### config.mk
export PLATFORM = sky130hd
export DESIGN_NAME = tpu_host_sequencer
export DESIGN_NICKNAME = d
export VERILOG_FILES = /design/src/rtl/tpu_host_sequencer.sv
export SDC_FILE = /design/constraint.sdc
export NUM_CORES = 1
export LEC_CHECK = 0
export ABC_AREA = 1
export CORE_UTILIZATION = 49
export DETAILED_ROUTE_END_ITERATION = 6
export GPL_TIMING_DRIVEN = 0
export PLACE_DENSITY = 0.8
export SLEW_MARGIN = 20
export SYNTH_ARGS = -nofsm -noshare
export SYNTH_HDL_FRONTEND = slang
export SYNTH_SLANG_ARGS = --single-unit
### constraint.sdc
create_clock -name clk -period 2 [get_ports clk]
set_clock_uncertainty 0.05 [all_clocks]
set_input_delay 0.6 -clock clk [delete_from_list [all_inputs] [get_ports clk]]
set_output_delay 0.6 -clock clk [all_outputs]
set_load 0.01 [all_outputs]
### src/rtl/tpu_host_sequencer.sv
// Host-side sequencer: streams an 8-byte A/B job into the matrix controller,
// waits for done (with timeout), then streams the four result bytes out.
module tpu_host_sequencer #(
  parameter int DATA_W       = 8,
  parameter int N_ELEM       = 4,
  parameter int DONE_TIMEOUT = 255
) (
  input  logic              clk,
  input  logic              rst_n,
  input  logic              s_valid,
  input  logic [DATA_W-1:0] s_data,
  output logic              s_ready,
  output logic              ctrl_rst,
  output logic              load_en,
  output logic              load_sel_ab,
  output logic [1:0]        load_index,
  output logic [DATA_W-1:0] in_data,
  input  logic              done,
  output logic              output_en,
  output logic [1:0]        output_sel,
  input  logic [DATA_W-1:0] out_data,
  output logic              m_valid,
  output logic [DATA_W-1:0] m_data,
  input  logic              m_ready,
  output logic              busy,
  output logic              timeout
);

  localparam int IDX_W  = $clog2(N_ELEM);
  localparam int CNT_W  = IDX_W + 1;
  localparam int TCNT_W = $clog2(DONE_TIMEOUT + 1);

  localparam logic [CNT_W-1:0]  CNT_LAST  = CNT_W'(2 * N_ELEM - 1);
  localparam logic [IDX_W-1:0]  RIDX_LAST = IDX_W'(N_ELEM - 1);
  localparam logic [TCNT_W-1:0] TCNT_MAX  = TCNT_W'(DONE_TIMEOUT);

  localparam logic [2:0] S_IDLE      = 3'd0;
  localparam logic [2:0] S_CLR       = 3'd1;
  localparam logic [2:0] S_LOAD      = 3'd2;
  localparam logic [2:0] S_WAIT_DONE = 3'd3;
  localparam logic [2:0] S_RD_SEL    = 3'd4;
  localparam logic [2:0] S_RD_OUT    = 3'd5;

  logic [2:0]        state_q, state_d;
  logic [CNT_W-1:0]  cnt_q, cnt_d;
  logic [TCNT_W-1:0] tcnt_q, tcnt_d;
  logic [IDX_W-1:0]  ridx_q, ridx_d;
  logic              s_ready_q, s_ready_d;
  logic              ctrl_rst_q, ctrl_rst_d;
  logic              load_en_q, load_en_d;
  logic              load_sel_q, load_sel_d;
  logic [IDX_W-1:0]  load_index_q, load_index_d;
  logic [DATA_W-1:0] in_data_q, in_data_d;
  logic              output_en_q, output_en_d;
  logic [IDX_W-1:0]  output_sel_q, output_sel_d;
  logic              m_valid_q, m_valid_d;
  logic [DATA_W-1:0] m_data_q, m_data_d;
  logic              busy_q, busy_d;
  logic              timeout_q, timeout_d;

  // Next-state, counters and datapath; every output is a registered function of state_d.
  always_comb begin
    state_d      = state_q;
    cnt_d        = cnt_q;
    tcnt_d       = tcnt_q;
    ridx_d       = ridx_q;
    timeout_d    = timeout_q;
    m_data_d     = m_data_q;
    load_en_d    = 1'b0;
    load_sel_d   = load_sel_q;
    load_index_d = load_index_q;
    in_data_d    = in_data_q;

    case (state_q)
      S_IDLE: begin
        if (s_valid) begin
          state_d   = S_CLR;
          timeout_d = 1'b0;
        end else begin
          state_d   = S_IDLE;
        end
      end
      S_CLR: begin
        cnt_d   = {CNT_W{1'b0}};
        ridx_d  = {IDX_W{1'b0}};
        state_d = S_LOAD;
      end
      S_LOAD: begin
        if (s_valid && s_ready_q) begin
          load_en_d    = 1'b1;
          in_data_d    = s_data;
          load_sel_d   = cnt_q[CNT_W-1];
          load_index_d = cnt_q[IDX_W-1:0];
          cnt_d        = cnt_q + CNT_W'(1);
          if (cnt_q == CNT_LAST) begin
            state_d = S_WAIT_DONE;
            tcnt_d  = {TCNT_W{1'b0}};
          end else begin
            state_d = S_LOAD;
          end
        end else begin
          state_d = S_LOAD;
        end
      end
      S_WAIT_DONE: begin
        // done takes priority over an expiring timeout in the same cycle
        if (done) begin
          state_d = S_RD_SEL;
          ridx_d  = {IDX_W{1'b0}};
        end else if (tcnt_q == TCNT_MAX) begin
          state_d   = S_IDLE;
          timeout_d = 1'b1;
        end else begin
          tcnt_d = tcnt_q + TCNT_W'(1);
        end
      end
      S_RD_SEL: begin
        m_data_d = out_data;
        state_d  = S_RD_OUT;
      end
      S_RD_OUT: begin
        if (m_valid_q && m_ready) begin
          if (ridx_q == RIDX_LAST) begin
            state_d = S_IDLE;
          end else begin
            ridx_d  = ridx_q + IDX_W'(1);
            state_d = S_RD_SEL;
          end
        end else begin
          state_d = S_RD_OUT;
        end
      end
      default: begin
        state_d = S_IDLE;
      end
    endcase

    s_ready_d    = (state_d == S_LOAD);
    ctrl_rst_d   = (state_d == S_CLR);
    output_en_d  = (state_d == S_RD_SEL);
    output_sel_d = ridx_d;
    m_valid_d    = (state_d == S_RD_OUT);
    busy_d       = (state_d != S_IDLE);
  end

  // State and output registers; the controller is held in reset while rst_n is low.
  always_ff @(posedge clk or negedge rst_n) begin
    if (!rst_n) begin
      state_q      <= S_IDLE;
      cnt_q        <= {CNT_W{1'b0}};
      tcnt_q       <= {TCNT_W{1'b0}};
      ridx_q       <= {IDX_W{1'b0}};
      s_ready_q    <= 1'b0;
      ctrl_rst_q   <= 1'b1;
      load_en_q    <= 1'b0;
      load_sel_q   <= 1'b0;
      load_index_q <= {IDX_W{1'b0}};
      in_data_q    <= {DATA_W{1'b0}};
      output_en_q  <= 1'b0;
      output_sel_q <= {IDX_W{1'b0}};
      m_valid_q    <= 1'b0;
      m_data_q     <= {DATA_W{1'b0}};
      busy_q       <= 1'b0;
      timeout_q    <= 1'b0;
    end else begin
      state_q      <= state_d;
      cnt_q        <= cnt_d;
      tcnt_q       <= tcnt_d;
      ridx_q       <= ridx_d;
      s_ready_q    <= s_ready_d;
      ctrl_rst_q   <= ctrl_rst_d;
      load_en_q    <= load_en_d;
      load_sel_q   <= load_sel_d;
      load_index_q <= load_index_d;
      in_data_q    <= in_data_d;
      output_en_q  <= output_en_d;
      output_sel_q <= output_sel_d;
      m_valid_q    <= m_valid_d;
      m_data_q     <= m_data_d;
      busy_q       <= busy_d;
      timeout_q    <= timeout_d;
    end
  end

  assign s_ready     = s_ready_q;
  assign ctrl_rst    = ctrl_rst_q;
  assign load_en     = load_en_q;
  assign load_sel_ab = load_sel_q;
  assign load_index  = load_index_q;
  assign in_data     = in_data_q;
  assign output_en   = output_en_q;
  assign output_sel  = output_sel_q;
  assign m_valid     = m_valid_q;
  assign m_data      = m_data_q;
  assign busy        = busy_q;
  assign timeout     = timeout_q;

endmodule

Yosys cells after proc, flatten, opt, wreduce, memory -nomap -nowiden
Index checks and enable logic that the tools add are counted.

Flip-flop bits (word level): 42. Bits of input ports: 21. Output and inout port bits: 28. Word-level logic and storage cells: 77.

$add $sub $neg: 3. Eq/ne operators: 21. Muxes and demuxes: 25. Reduce and logical (&&, ||, !) cells: 13.

Operators with widths (number): two-way mux 8 bit (4); two-way mux 3 bit (6); inequality test 2 bit (second input constant) (9); case mux 3 bit (6 select lines) (1); case mux 8 bit (2 select lines) (1); == test 3 bit (second input constant) (5); == test 3 x 2 -> 1 bit (second input constant) (3); adder 8 x 1 -> 8 bit (second input constant) (1); == test 8 bit (second input constant) (1); AND reduction 4 bit (2); two-way mux 1 bit (7); == test 3 x 1 -> 1 bit (second input constant) (2); two-way mux 2 bit (3); case mux 2 bit (3 select lines) (1); case mux 3 bit (2 select lines) (1); nonzero test 2 bit (3); nonzero test 3 bit (2); AND reduction 5 bit (1); AND reduction 2 bit (2); adder 3 x 1 -> 3 bit (second input constant) (1); logical NOT 3 bit (1); adder 2 x 1 -> 2 bit (second input constant) (1); == test 2 bit (second input constant) (1); logical AND 1 bit (2); case mux 1 bit (2 select lines) (1).

Depth between registers and ports, before layout
Gate-level depths: netlist (run 1).

Depth after elaboration: 5. Gate-level depth with buffers: 9.

Least setup slack after synthesis (run 1)
No wires, ideal clock.

Kind: register to register. Start: register tcnt_q[0]. End: register busy_q (netlist: busy). Setup time: 0.131 ns. Data arrival time: 1.264 ns. Data required time: 1.819 ns. Slack: 0.555 ns. Stages on the path, launching flop included: 9. Period minus slack after synthesis: 1.445 ns. Path through: dfrtp_1 > ha_1 > nand2_1 > nor2_1 > nand2_2 > nand2_4 > nand2_8 > nor2_4 > nand3_1.

Cells in the longest elaborated chain, start to end: 5.

Ends and longest elaborated chain: start, declared (line 46) `logic [TCNT_W-1:0] tcnt_q, tcnt_d;`; start signal, assigned (line 151) `tcnt_q <= {TCNT_W{1'b0}};`; start signal, assigned (line 168) `tcnt_q <= tcnt_d;`; == test 8 bit (line 110) `end else if (tcnt_q == TCNT_MAX) begin`; two-way mux 3 bit (line 110); two-way mux 3 bit (line 107) `if (done) begin`; case mux 3 bit (6 select lines) (line 74) `case (state_q)`; nonzero test 3 bit (line 143) `busy_d = (state_d != S_IDLE);`; named net busy_d (line 58) `logic busy_q, busy_d;`; end signal, assigned (line 180) `busy_q <= busy_d;`; end, declared (line 58).

The timed path passes the listed nets, and every way through them passes these cells. A chain may end at the register's enable or synchronous reset.

Worst setup path after layout (run 1)
Start: register output_sel_q[0] (netlist: output_sel[0]). End: output output_sel[0].

RTL lines: start, declared (line 55) `logic [IDX_W-1:0] output_sel_q, output_sel_d;`; start signal, assigned (line 160) `output_sel_q <= {IDX_W{1'b0}};`; start signal, assigned (line 177) `output_sel_q <= output_sel_d;`; end, declared (line 20) `output logic [1:0] output_sel,`.

No word-level cell between the ends.

==> impl_metrics.env, run 1 <==
export IMPL_status="completed"
export IMPL_multiInputGateArea_um2=782
export IMPL_rsz0062_at_grt="false"
export IMPL_powerDensity_nw_per_um2=1360
export IMPL_first_iter_violations=72
export IMPL_synth_seq_cells=42
export IMPL_antenna_left=0
export IMPL_synth_warning_count=0
export IMPL_clk_latency_ns=0.29
export IMPL_synthesis_nets=232
export IMPL_coreArea_um2=3740
export IMPL_die_h_um=65.3
export IMPL_period_minus_slack_ns=1.87
export IMPL_cp_start_kind="flip-flop"
export IMPL_htreeDepth=2
export IMPL_die_area_um2=4260
export IMPL_antenna_found_initial=0
export IMPL_dp_cells=304
export IMPL_globalplace_congestion=0.800
export IMPL_fin_crit_sh_pct=93.7
export IMPL_die_x_um=65.3
export IMPL_fillers=319
export IMPL_cts_reportedPaths_clkPinSlew_ns=0.08
export IMPL_max_slew_margin_pct=79.3
export IMPL_vias_per_cell=4.90
export IMPL_cap_viol_max_count=0
export IMPL_avgRoutedWirePerCell_um=11.6
export IMPL_syn_inst=207
export IMPL_netlist_area_um2=1960
export IMPL_avgSynthCellArea_um2=9.48
export IMPL_cts_hold_buffers=0
export IMPL_yosys_area_top_type="dfrtp_1"
export IMPL_synth_seq_area_share_pct=53.6
export IMPL_routed_wl_um=3620
export IMPL_seqPwrFrac_pct=39.2
export IMPL_cts_buffers_inserted=5
export IMPL_slowest_delay_ns=0.55
export IMPL_hold_path_class="input pin to async pin"
export IMPL_peakVddDrop_mv=0.868
export IMPL_worst_path_dominant_cell_family="buffers and inverters"
export IMPL_cts_buffer_depth=2
export IMPL_arrival_ns=1.22
export IMPL_tightest_slew_ns=0.311
export IMPL_firstDrtPassIters=4
export IMPL_cts_tree="yes"
export IMPL_hold_viol=0
export IMPL_p_sw_w=0.00124
export IMPL_whs_ns=0.113
export IMPL_track_usage_pct=19.5
export IMPL_grt_max_degree=34
export IMPL_synth_top_cell_area_share_pct=52.3
export IMPL_dp_hpwl_um=2760
export IMPL_nNetsFinal=288
export IMPL_final_cell_mix="nand2_1 (55), clkdlybuf4s50_1 (46), dfrtp_1 (41)"
export IMPL_clock_sinks=42
export IMPL_worstSetupEndpointType="primary output"
export IMPL_drive_gt1_share_pct=16.3
export IMPL_cp_cell_sequence="clkdlybuf4s50_1"
export IMPL_setup_viol=0
export IMPL_io_buffers=48
export IMPL_worstSetupPathType="flip-flop to primary output"
export IMPL_grt_pass1_vias=1612
export IMPL_pin_count=49
export IMPL_drc=0
export IMPL_cts_resized=1
export IMPL_root_buffer="clkbuf_8"
export IMPL_critPathMaxFanout=4
export IMPL_rows=22
export IMPL_final_common_cell="nand2_1"
export IMPL_pwr_share_clk_pct=17.9
export IMPL_yosys_top_cells_area="dfrtp_1 (52%), nand2_1 (11%), mux2_2 (4.6%)"
export IMPL_maxSlewViolCount=0
export IMPL_cp_buffers_inverters=1
export IMPL_worstPathRequired_ns=1.35
export IMPL_cp_slowest_cell="clkdlybuf4s50_1"
export IMPL_stdcell_count=312
export IMPL_comb_power_share_pct=42.8
export IMPL_setup_ws_ns=0.126
export IMPL_p_int_w=0.00233
export IMPL_start_util_pct=52.4
export IMPL_diodes=0
export IMPL_ys_types=30
export IMPL_power_w=0.00357
export IMPL_syn_to_final_growth_pct=33.7
export IMPL_grt_pass1_wl_um=6430
export IMPL_fmaxAchievable_ghz=0.533
export IMPL_overflow=0
export IMPL_p_leak_nw=1.28
export IMPL_swShare_pct=34.7
export IMPL_num_vias=1529
export IMPL_dp_slack_ns=0.0516
export IMPL_register_area_um2=1050
export IMPL_cts_setup_buffers=0
stage by stage:
step | instance area (µm²) | TNS (ns) | util [%]
finish | 2620 | 0 | 70.1
global placement | 2500 | -32.29 | 66.8
floorplan | 1960 | 0 | -
detailed placement | 2520 | 0 | 67.2
global route | 2620 | 0 | 70.1
CTS | 2620 | 0 | 70.1
synthesized netlist by cell type, drive strengths merged:
| cell type | instances |
|---|---|
| ha | 4 |
| nand4 | 5 |
| nand3b | 1 |
| buf | 3 |
| xor2 | 2 |
| dfstp | 1 |
| nand2 | 63 |
| or2 | 1 |
| dfrtp | 41 |
| o22ai | 1 |
| nand3 | 13 |
| nor2 | 16 |
| o21bai | 2 |
| inv | 27 |
| mux2 | 8 |
| nor3 | 2 |
| a21oi | 4 |
| o21ai | 13 |
sequential cells by signal (all words and copies together), names as in the netlist, 2 cells and up:
name	count
state_q	3
tcnt_q	8
load_index	2
m_data	8
in_data	8
cnt_q	3
output_sel	2
layout make-up:
class | count | area share [%]
inverter | 27 | 4.06
buffer | 3 | 0.811
multi-input combinational | 135 | 29.8
tap | 48 | 2.29
clock inverter | 1 | 1.15
timing repair buffer | 49 | 18.8
clock buffer | 7 | 2.91
sequential | 42 | 40.1
metal layers:
layer	vias to the layer above	wire (µm)	GRT usage (%)
met3	4	230	6.60
met5	-	0	0
li1	769	-	-
met4	0	24	5.71
met2	39	1770	35.7
met1	717	1590	21.1
cell families after synthesis:
group	share of synthesized area, %
buf+inv	6.50
mux	4.59
simple gates	25.8
fa+ha+maj	2.55
xor+xnor	0.893
compound gates	5.99
flops	53.6
power by group through the flow:
stage	clock [W]	sequential, W	combinational (W)
after floorplan	0	0.00150	0.000752
after global placement	0	0.00141	0.00151
after detailed placement	0	0.00142	0.00154
after CTS	0.000662	0.00140	0.00155
after global routing	0.000694	0.00145	0.00170
final	0.000640	0.00140	0.00153
path summary, 6_finish.rpt:
check | startpoint | to | slack [ns] | cells after the start
worst max register to register | tcnt_q[0]$_DFFE_PN0P_ | busy$_DFF_PN0_ | 0.34 | 8
worst max-delay path | output_sel[0]$_DFFE_PN0P_ | output_sel[0] | 0.13 | 1
worst min register to register | in_data[2]$_DFFE_PN0P_ | in_data[2]$_DFFE_PN0P_ | 0.42 | 2
min in group clk | in_data[2]$_DFFE_PN0P_ | in_data[2]$_DFFE_PN0P_ | 0.42 | 2
max in group asynchronous | rst_n | load_sel_ab$_DFFE_PN0P_ | 1.34 | 2
worst min-delay path | rst_n | output_sel[1]$_DFFE_PN0P_ | 0.11 | 1
No activity file was read; power rests on OpenSTA's default activity.
==> inputs of run 2 (changes only) <==
- SLEW_MARGIN: 20 -> 10
==> run 2 against run 1 <==
  * Setup slack worse by 0.0051 ns
  * Count of clock-buffer cells in the layout stayed put
  * Critical path depth stayed put
  * Final cell count stayed put
  * Clock power hardly changed
  * Flip-flop and latch count stayed put
  * Die area stayed put
  * First-iteration DRC count is 63% higher
  * Via count is 0.39% lower
  * Critical path type unchanged
  * Critical endpoint unchanged
  * Largest cell class unchanged
  * Largest power group unchanged
==> impl_metrics.env, run 2 (same netlist as run 1, synthesis figures left out) <==
export IMPL_drive_gt1_share_pct=16.3
export IMPL_avgRoutedWirePerCell_um=11.5
export IMPL_arrival_ns=1.23
export IMPL_final_cell_mix="nand2_1 (55), clkdlybuf4s50_1 (46), dfrtp_1 (41)"
export IMPL_drc=0
export IMPL_start_util_pct=52.4
export IMPL_root_buffer="clkbuf_8"
export IMPL_slowest_delay_ns=0.55
export IMPL_cp_slowest_cell="clkdlybuf4s50_1"
export IMPL_fmaxAchievable_ghz=0.532
export IMPL_diodes=0
export IMPL_grt_pass1_wl_um=6420
export IMPL_worstSetupEndpointType="primary output"
export IMPL_nNetsFinal=288
export IMPL_post_route_util_pct=70.2
export IMPL_first_iter_violations=117
export IMPL_peakVddDrop_mv=0.852
export IMPL_antenna_found_initial=0
export IMPL_track_usage_pct=19.5
export IMPL_rr_endpoint="busy$_DFF_PN0_"
export IMPL_tightest_slew_ns=0.309
export IMPL_dp_slack_ns=0.0541
export IMPL_worst_path_dominant_cell_family="buffers and inverters"
export IMPL_period_minus_slack_ns=1.88
export IMPL_grt_max_degree=35
export IMPL_cp_buffers_inverters=1
export IMPL_firstDrtPassIters=4
export IMPL_die_h_um=65.3
export IMPL_antenna_left=0
export IMPL_syn_to_final_growth_pct=33.9
export IMPL_hold_path_class="input pin to async pin"
export IMPL_setup_ws_ns=0.120
export IMPL_io_buffers=48
export IMPL_coreArea_um2=3740
export IMPL_dp_hpwl_um=2730
export IMPL_rows=22
export IMPL_num_vias=1523
export IMPL_overflow=0
export IMPL_clock_sinks=42
export IMPL_final_common_cell="nand2_1"
export IMPL_rsz0062_at_grt="false"
export IMPL_fin_crit_sh_pct=94.0
export IMPL_cts_tree="yes"
export IMPL_globalplace_congestion=0.800
export IMPL_pin_count=49
export IMPL_vias_per_cell=4.88
export IMPL_regToRegSetupSlack_ns=0.32
export IMPL_cts_setup_buffers=0
export IMPL_worstPathRequired_ns=1.35
export IMPL_max_slew_margin_pct=79.4
export IMPL_cap_viol_max_count=0
export IMPL_setup_viol=0
export IMPL_critPathMaxFanout=4
export IMPL_clk_latency_ns=0.28
export IMPL_p_leak_nw=1.29
export IMPL_die_area_um2=4260
export IMPL_cts_buffers_inserted=5
export IMPL_cp_start_kind="flip-flop"
export IMPL_r2r_start="tcnt_q[0]$_DFFE_PN0P_"
export IMPL_status="completed"
export IMPL_maxSlewViolCount=0
export IMPL_cts_reportedPaths_clkPinSlew_ns=0.08
export IMPL_cts_buffer_depth=2
export IMPL_powerDensity_nw_per_um2=1360
export IMPL_grt_pass1_vias=1589
export IMPL_htreeDepth=2
export IMPL_cp_cell_sequence="clkdlybuf4s50_1"
export IMPL_r2r_cells=8
export IMPL_routed_wl_um=3580
export IMPL_die_x_um=65.3
export IMPL_hold_viol=0
export IMPL_worstSetupPathType="flip-flop to primary output"
-- run 2: changes by cell type in the layout (fill, tap and decap cells not counted) --
| cell | previous run | this run |
|---|---|---|
| dlymetal6s2s_1 | 0 | 1 |
| dlygate4sd2_1 | 1 | 0 |
-- run 2: cell type report --
cell class                 count  area (µm²)
timing repair buffer          49         498
fill                         314        1120
sequential                    42        1050
clock inverter                 1        30.0
buffer                         3        21.3
inverter                      27         106
tap                           48        60.1
clock buffer                   7        76.3
multi-input combinational    135         782
-- run 2: worst max-delay path by stage --
stage                              start                endpoint  slack (ns)  depth (start not counted)
6_report       output_sel[0]$_DFFE_PN0P_           output_sel[0]        0.12                          1
4_1_cts               ctrl_rst$_DFF_PN1_                ctrl_rst        0.01                          1
3_3_place_gp                       rst_n  in_data[6]$_DFFE_PN0P_       -0.78                          1
2_1_floorplan      tcnt_q[0]$_DFFE_PN0P_          busy$_DFF_PN0_        0.55                          8
5_1_grt        output_sel[0]$_DFFE_PN0P_           output_sel[0]        0.05                          1
3_5_place_dp                     s_valid  in_data[1]$_DFFE_PN0P_        0.05                          7
-- run 2: what timing repair did --
action | 4_1_cts | 5_1_grt
hold buffers | 0 | 0
setup endpoints to repair | 0 | 1
gates resized for setup | 0 | 1
-- run 2: power breakdown --
group	total, W	switching (W)	internal [W]
Combinational	0.00153	0.000747	0.000780
Sequential	0.00140	0.000221	0.00118
Clock	0.000638	0.000265	0.000373
Total	0.00356	0.00123	0.00233
-- run 2: routing by layer --
layer | GRT usage (%) | share of wire (%) | vias to the layer above
met3 | 6.25 | 6.5 | 4
met5 | 0 | 0 | -
met2 | 34.4 | 50 | 40
li1 | - | - | 772
met4 | 6.25 | 0.67 | 0
met1 | 22.3 | 43 | 707
-- run 2: metrics by stage --
step	hold WS, ns	instances	area (µm²)	TNS [ns]	total power [W]
2_1_floorplan	0.254	207	1960	0	0.00226
3_3_place_gp	0.405	303	2500	-32.29	0.00291
3_5_place_dp	0.408	304	2520	0	0.00296
4_1_cts	0.108	312	2620	0	0.00361
5_1_grt	0.104	312	2630	0	0.00384
6_report	0.111	312	2630	0	0.00356
==> inputs of run 3 (changes only) <==
- SKIP_CTS_REPAIR_TIMING: default -> 1
==> results of run 3 <==
Final layout, timing and power as in run 2 (identical DEF).
==> RTL edit 1 (settings of run 2) <==
Set the parameter `DONE_TIMEOUT` to 510 (it was 255).
--- a/src/rtl/tpu_host_sequencer.sv
+++ b/src/rtl/tpu_host_sequencer.sv
@@ -5,3 +5,3 @@
   parameter int N_ELEM       = 4,
-  parameter int DONE_TIMEOUT = 255
+  parameter int DONE_TIMEOUT = 510
 ) (
Function: same outputs for any inputs over 10 cycles, from zero or initial values and one cycle with rst_n low; that may be too few to reach the edited logic, so the function may still have changed.
==> RTL edit 1 against run 2 <==
Synthesized cell count up 15%. Power down 11%. Setup slack worse by 0.058 ns. Sequential cell count up 1. Global-route usage up 1.5 points. Area after synthesis up 4.4%. Routed wire length up 11%. Final area up 2.7%. Cell count up 11%. Non-clock buffer count unchanged. Critical path type unchanged. Largest cell class unchanged. Highest routed layer unchanged.
==> RTL edit 1: results (changes against run 2) <==
Critical path
  – CP top delay family: buffers and inverters
  – Crit-path max FO: 3 (-1)
  – Slowest cell on crit path: clkdlybuf4s50_1
  – Slowest stage delay, CP: 0.57 ns (+0.02 ns)
  – Crit path DAT: 1.29 ns (+0.06 ns)

Global routing
  – GRT Total Usage: 21.0% (+1.5 points)
  – Vias in the first global route: 1,601 (+0.76%)
  – Largest net degree at the start of global routing: 29 (-17%)
  – Initial antenna violation count: 0 (unchanged)
  – First-pass GRT wire length: 7.00 mm (+9.0%)

Routing
  – Pre-Repair DR Iteration Count: 5 (+1)
  – Starting DRT DRC Count: 113 (-3.4%)
  – DR WL/cell: 11.5 um (+0.13%)
  – Vias: 1,663 (+9.2%)

Placement
  – Placed Cells: 338 (+11%)
  – Gpl congestion: 0.835 (+4.4%)
  – Post-DP Area: 2610 um^2 (+3.5%)
  – Post-DP HPWL: 2.88 mm (+5.5%)
  – I/O Buffers: 48 (unchanged)

Synthesis
  – Syn. warnings: 0 (unchanged)
  – Synth Flop Type: dfrtp_1
  – Synth cell types: 27 (-10%)
  – Ranking of synthesized cells by area: dfrtp_1 51%, nand2_1 18%, nand3_1 3.7%
  – Async set or reset register ratio after synthesis: 100% (unchanged)
  – Post-synthesis sequential area ratio: 52.6% (-1.0 points)
  – Most frequent cells after synthesis: 97 x nand2_1, 42 x dfrtp_1, 18 x inv_1
  – Mapped Cells: 239 (+15%)
  – Post-synth net total: 265 (+14%)

Layout
  – Finished Layout Cells: 345 (+11%)
  – Biggest register: tcnt_q
  – Final net count: 321 (+11%)
  – Max FFs per register: 9
  – Fraction of layout instances using a drive strength above 1: 11.9% (-4.4 points)
  – # diodes: 0 (unchanged)

Hold path
  – Worst min path class: input pin to asynchronous set/reset pin

Power and ir drop
  – P_leak: 0.00133 uW (+3.1%)
  – Maximum VDD drop: 0.000758 V (-11%)

CTS
  – CTS buffer count: 5 (unchanged)
  – Clk buf depth: 2 (unchanged)
  – Worst-Skew Late Latency: 0.30 ns (+0.02 ns)
  – CTS root buffer: clkbuf_8

Run status
  – Run status: finished, final reports clean

Timing
  – Worst slew pin tran: 0.387 ns (+0.0777 ns)
  – Fin. Hold Viols: 0 (unchanged)
-- RTL edit 1: cell count changes in the layout (fill, tap and decap cells not counted), sizes merged, moves of 4 or more --
cell   change
mux2       -8
nand3      +5
nor2       +4
inv        -5
nand2     +38
-- RTL edit 1: worst paths after layout --
check	startpoint	endpoint	slack, ns	cells after the start
setup / recovery	s_ready	s_ready	0.06	1
hold / removal	rst_n	tcnt_q[5]	0.16	1
setup reg to reg	cnt_q[0]	tcnt_q[1]	0.45	10
hold reg to reg	m_data[2]	m_data[2]	0.42	2
max in group asynchronous	rst_n	ctrl_rst	1.19	2
min in group clk	m_data[2]	m_data[2]	0.42	2
-- RTL edit 1: stage by stage --
step	setup slack [ns]	power, uW	hold WS, ns	utilization, %
after floorplan	0.578	2000	0.254	-
after global routing	0.0143	3420	0.187	67.4
after CTS	0.00503	3220	0.171	67.3
after global placement	-0.833	2620	0.405	64.8
after detailed placement	-0.0968	2640	0.409	65.2
final	0.0626	3180	0.158	67.4
-- RTL edit 1: metal layers --
layer  share of wire [%]  GRT usage (%)  vias up
met5                   0              0        -
met4                 1.3           7.18        0
met3                 4.2           4.62        5
met2                  45           32.3       34
met1                  49           29.1      764
li1                    -              -      860
-- RTL edit 1: where the power goes --
| part | total (uW) | switching [uW] | leakage [uW] | internal [uW] |
|---|---|---|---|---|
| registers | 1360 | 195 | 0.000561 | 1160 |
| clock network | 557 | 286 | 0.0000470 | 271 |
| logic | 1270 | 635 | 0.000724 | 632 |
| total | 3180 | 1120 | 0.00133 | 2060 |
-- RTL edit 1: cells by family after synthesis --
kind of cell,Yosys count,share of synthesized area [%]
compound gates,18,5.31
xor+xnor,2,0.855
fa+ha+maj,5,3.05
buf+inv,25,5.80
flops,43,52.6
simple gates,146,32.4
-- RTL edit 1: layout make-up --
cell class	instances	area, um^2
inverter	22	85.1
sequential	43	1080
buffer	3	33.8
tap	50	62.6
clock inverter	1	5.00
fill	313	1300
timing repair buffer	49	498
clock buffer	6	82.6
multi-input combinational	171	852
-- RTL edit 1: timing repair --
item / CTS / global route
setup endpoints to repair: 0 / 1
resized for setup: 0 / 1
setup buffers: 0 / 0
hold endpoints to repair: 0 / 0
==> RTL edit 2 (flow settings as in run 2) <==
Made on the original files. Register the output `timeout` once more, with the module's reset; this adds one clock of latency there. The other outputs are not delayed to match. Comments in the files are not updated.
--- a/src/rtl/tpu_host_sequencer.sv
+++ b/src/rtl/tpu_host_sequencer.sv
@@ -195,3 +195,9 @@
   assign busy        = busy_q;
-  assign timeout     = timeout_q;
+  always_ff @(posedge clk or negedge rst_n) begin
+    if (!rst_n) begin
+      timeout <= '0;
+    end else begin
+      timeout <= timeout_q;
+    end
+  end
 
Behaviour: no difference found for any inputs over 10 cycles, from zero or initial values and one cycle with rst_n low; that may be too few to reach the edited logic, so the function may still have changed.
==> RTL edit 2 against run 2 <==
Via count up 1.2%. Power shrank 7.7%. Sequential cell count increased by 1. Critical path type unchanged. Setup slack got worse by 0.030 ns. Sequential power down 3%. Area after synthesis is 0.89% higher. Worst hold slack gained 0.099 ns. Global-route usage grew 0.35 points. Routed wire length grew 1.8%. Largest power group unchanged. Critical endpoint unchanged. Final area up 0.14%.
==> RTL edit 2: results (changes against run 2) <==
Critical path
  – FF-to-FF setup slack: 0.35 ns (+0.03 ns)
  – Slowest stage delay, CP: 0.57 ns (+0.02 ns)
  – Reg2Reg Depth: 9 (+1)
  – Crit path DAT: 1.26 ns (+0.03 ns)

Layout
  – CLK BUF: 6 (-1)
  – Non-clock buffer contribution to total cell area: 20.6% (+0.78 points)
  – Fraction of layout instances using a drive strength above 1: 15.6% (-0.73 points)
  – Clock-cell share of area: 3.24% (-0.81 points)
  – Buffers, non-clock: 53 (+1.9%)
  – Count of multi-input combinational gates: 139 (+3.0%)
  – Sequential cells: 43 (+2.4%)
  – Area of the multi-input gates: 763 um^2 (-2.4%)

Power and ir drop
  – Power Internal: 2150 uW (-7.8%)
  – Logic power comb: 1390 uW (-9%)
  – Maximum VDD drop: 0.000726 V (-15%)
  – P_leak: 0.00132 uW (+2.2%)

Routing
  – Starting DRT DRC Count: 74 (-37%)
  – DRT Wirelength: 3.65 mm (+1.8%)

Synthesis
  – Ranking of synthesized cells by area: dfrtp_1 53%, nand2_1 13%, inv_1 4.2%
  – Post-Synth XOR/XNOR Area: 0.885% (-0.0079 points)
  – Most frequent cells after synthesis: 67 x nand2_1, 42 x dfrtp_1, 22 x inv_1
  – Synth Area in Adders: 2.53% (-0.023 points)
  – Post-synth net total: 238 (+2.6%)
  – Post-synthesis sequential area ratio: 54.4% (+0.79 points)
  – Mux cell area share after synthesis: 4.55% (-0.041 points)
  – Synth cell types: 31 (+3.3%)

Placement
  – Gpl congestion: 0.847 (+5.9%)
  – Post-DP Area: 2540 um^2 (+0.99%)
  – Post-DP HPWL: 2.73 mm (about the same)

Global routing
  – First-pass GRT wire length: 6.36 mm (-0.97%)
  – Largest net degree at the start of global routing: 25 (-29%)
  – GRT Total Usage: 19.9% (+0.35 points)

Timing
  – Minimum hold slack: 0.210 ns (+0.0992 ns)
  – Rel. slew slack: 67.8% (-12 points)

Run status
  – Run status: finished, final reports clean

Die
  – Chip Width: 65.6 um (+0.43%)
## RTL edit 2: changes by cell type after synthesis, moves of 2 or more
cell | run 2 | this run
o21ai_1 | 1 | 5
o21bai_1 | 2 | 0
o21ai_0 | 9 | 6
nand2_1 | 55 | 67
nor2_1 | 12 | 8
## RTL edit 2: layer usage
metal	vias up	wire length [um]	GRT usage, %
met2	30	1670	31.2
met3	6	169	5.90
met5	-	0	0
li1	787	-	-
met4	0	64	8.15
met1	718	1740	25.7
## RTL edit 2: metrics by stage
stage / TNS [ns] / setup WS [ns] / total power [uW] / util, % / instances
4_1_cts: 0 / 0.00571 / 3330 / 69.7 / 318
2_1_floorplan: 0 / 0.568 / 2120 / - / 213
6_report: 0 / 0.0905 / 3290 / 69.7 / 318
5_1_grt: 0 / 0.0342 / 3530 / 69.7 / 318
3_5_place_dp: 0 / 0.0379 / 2780 / 67.4 / 310
3_3_place_gp: -35.72 / -0.843 / 2740 / 66.8 / 309
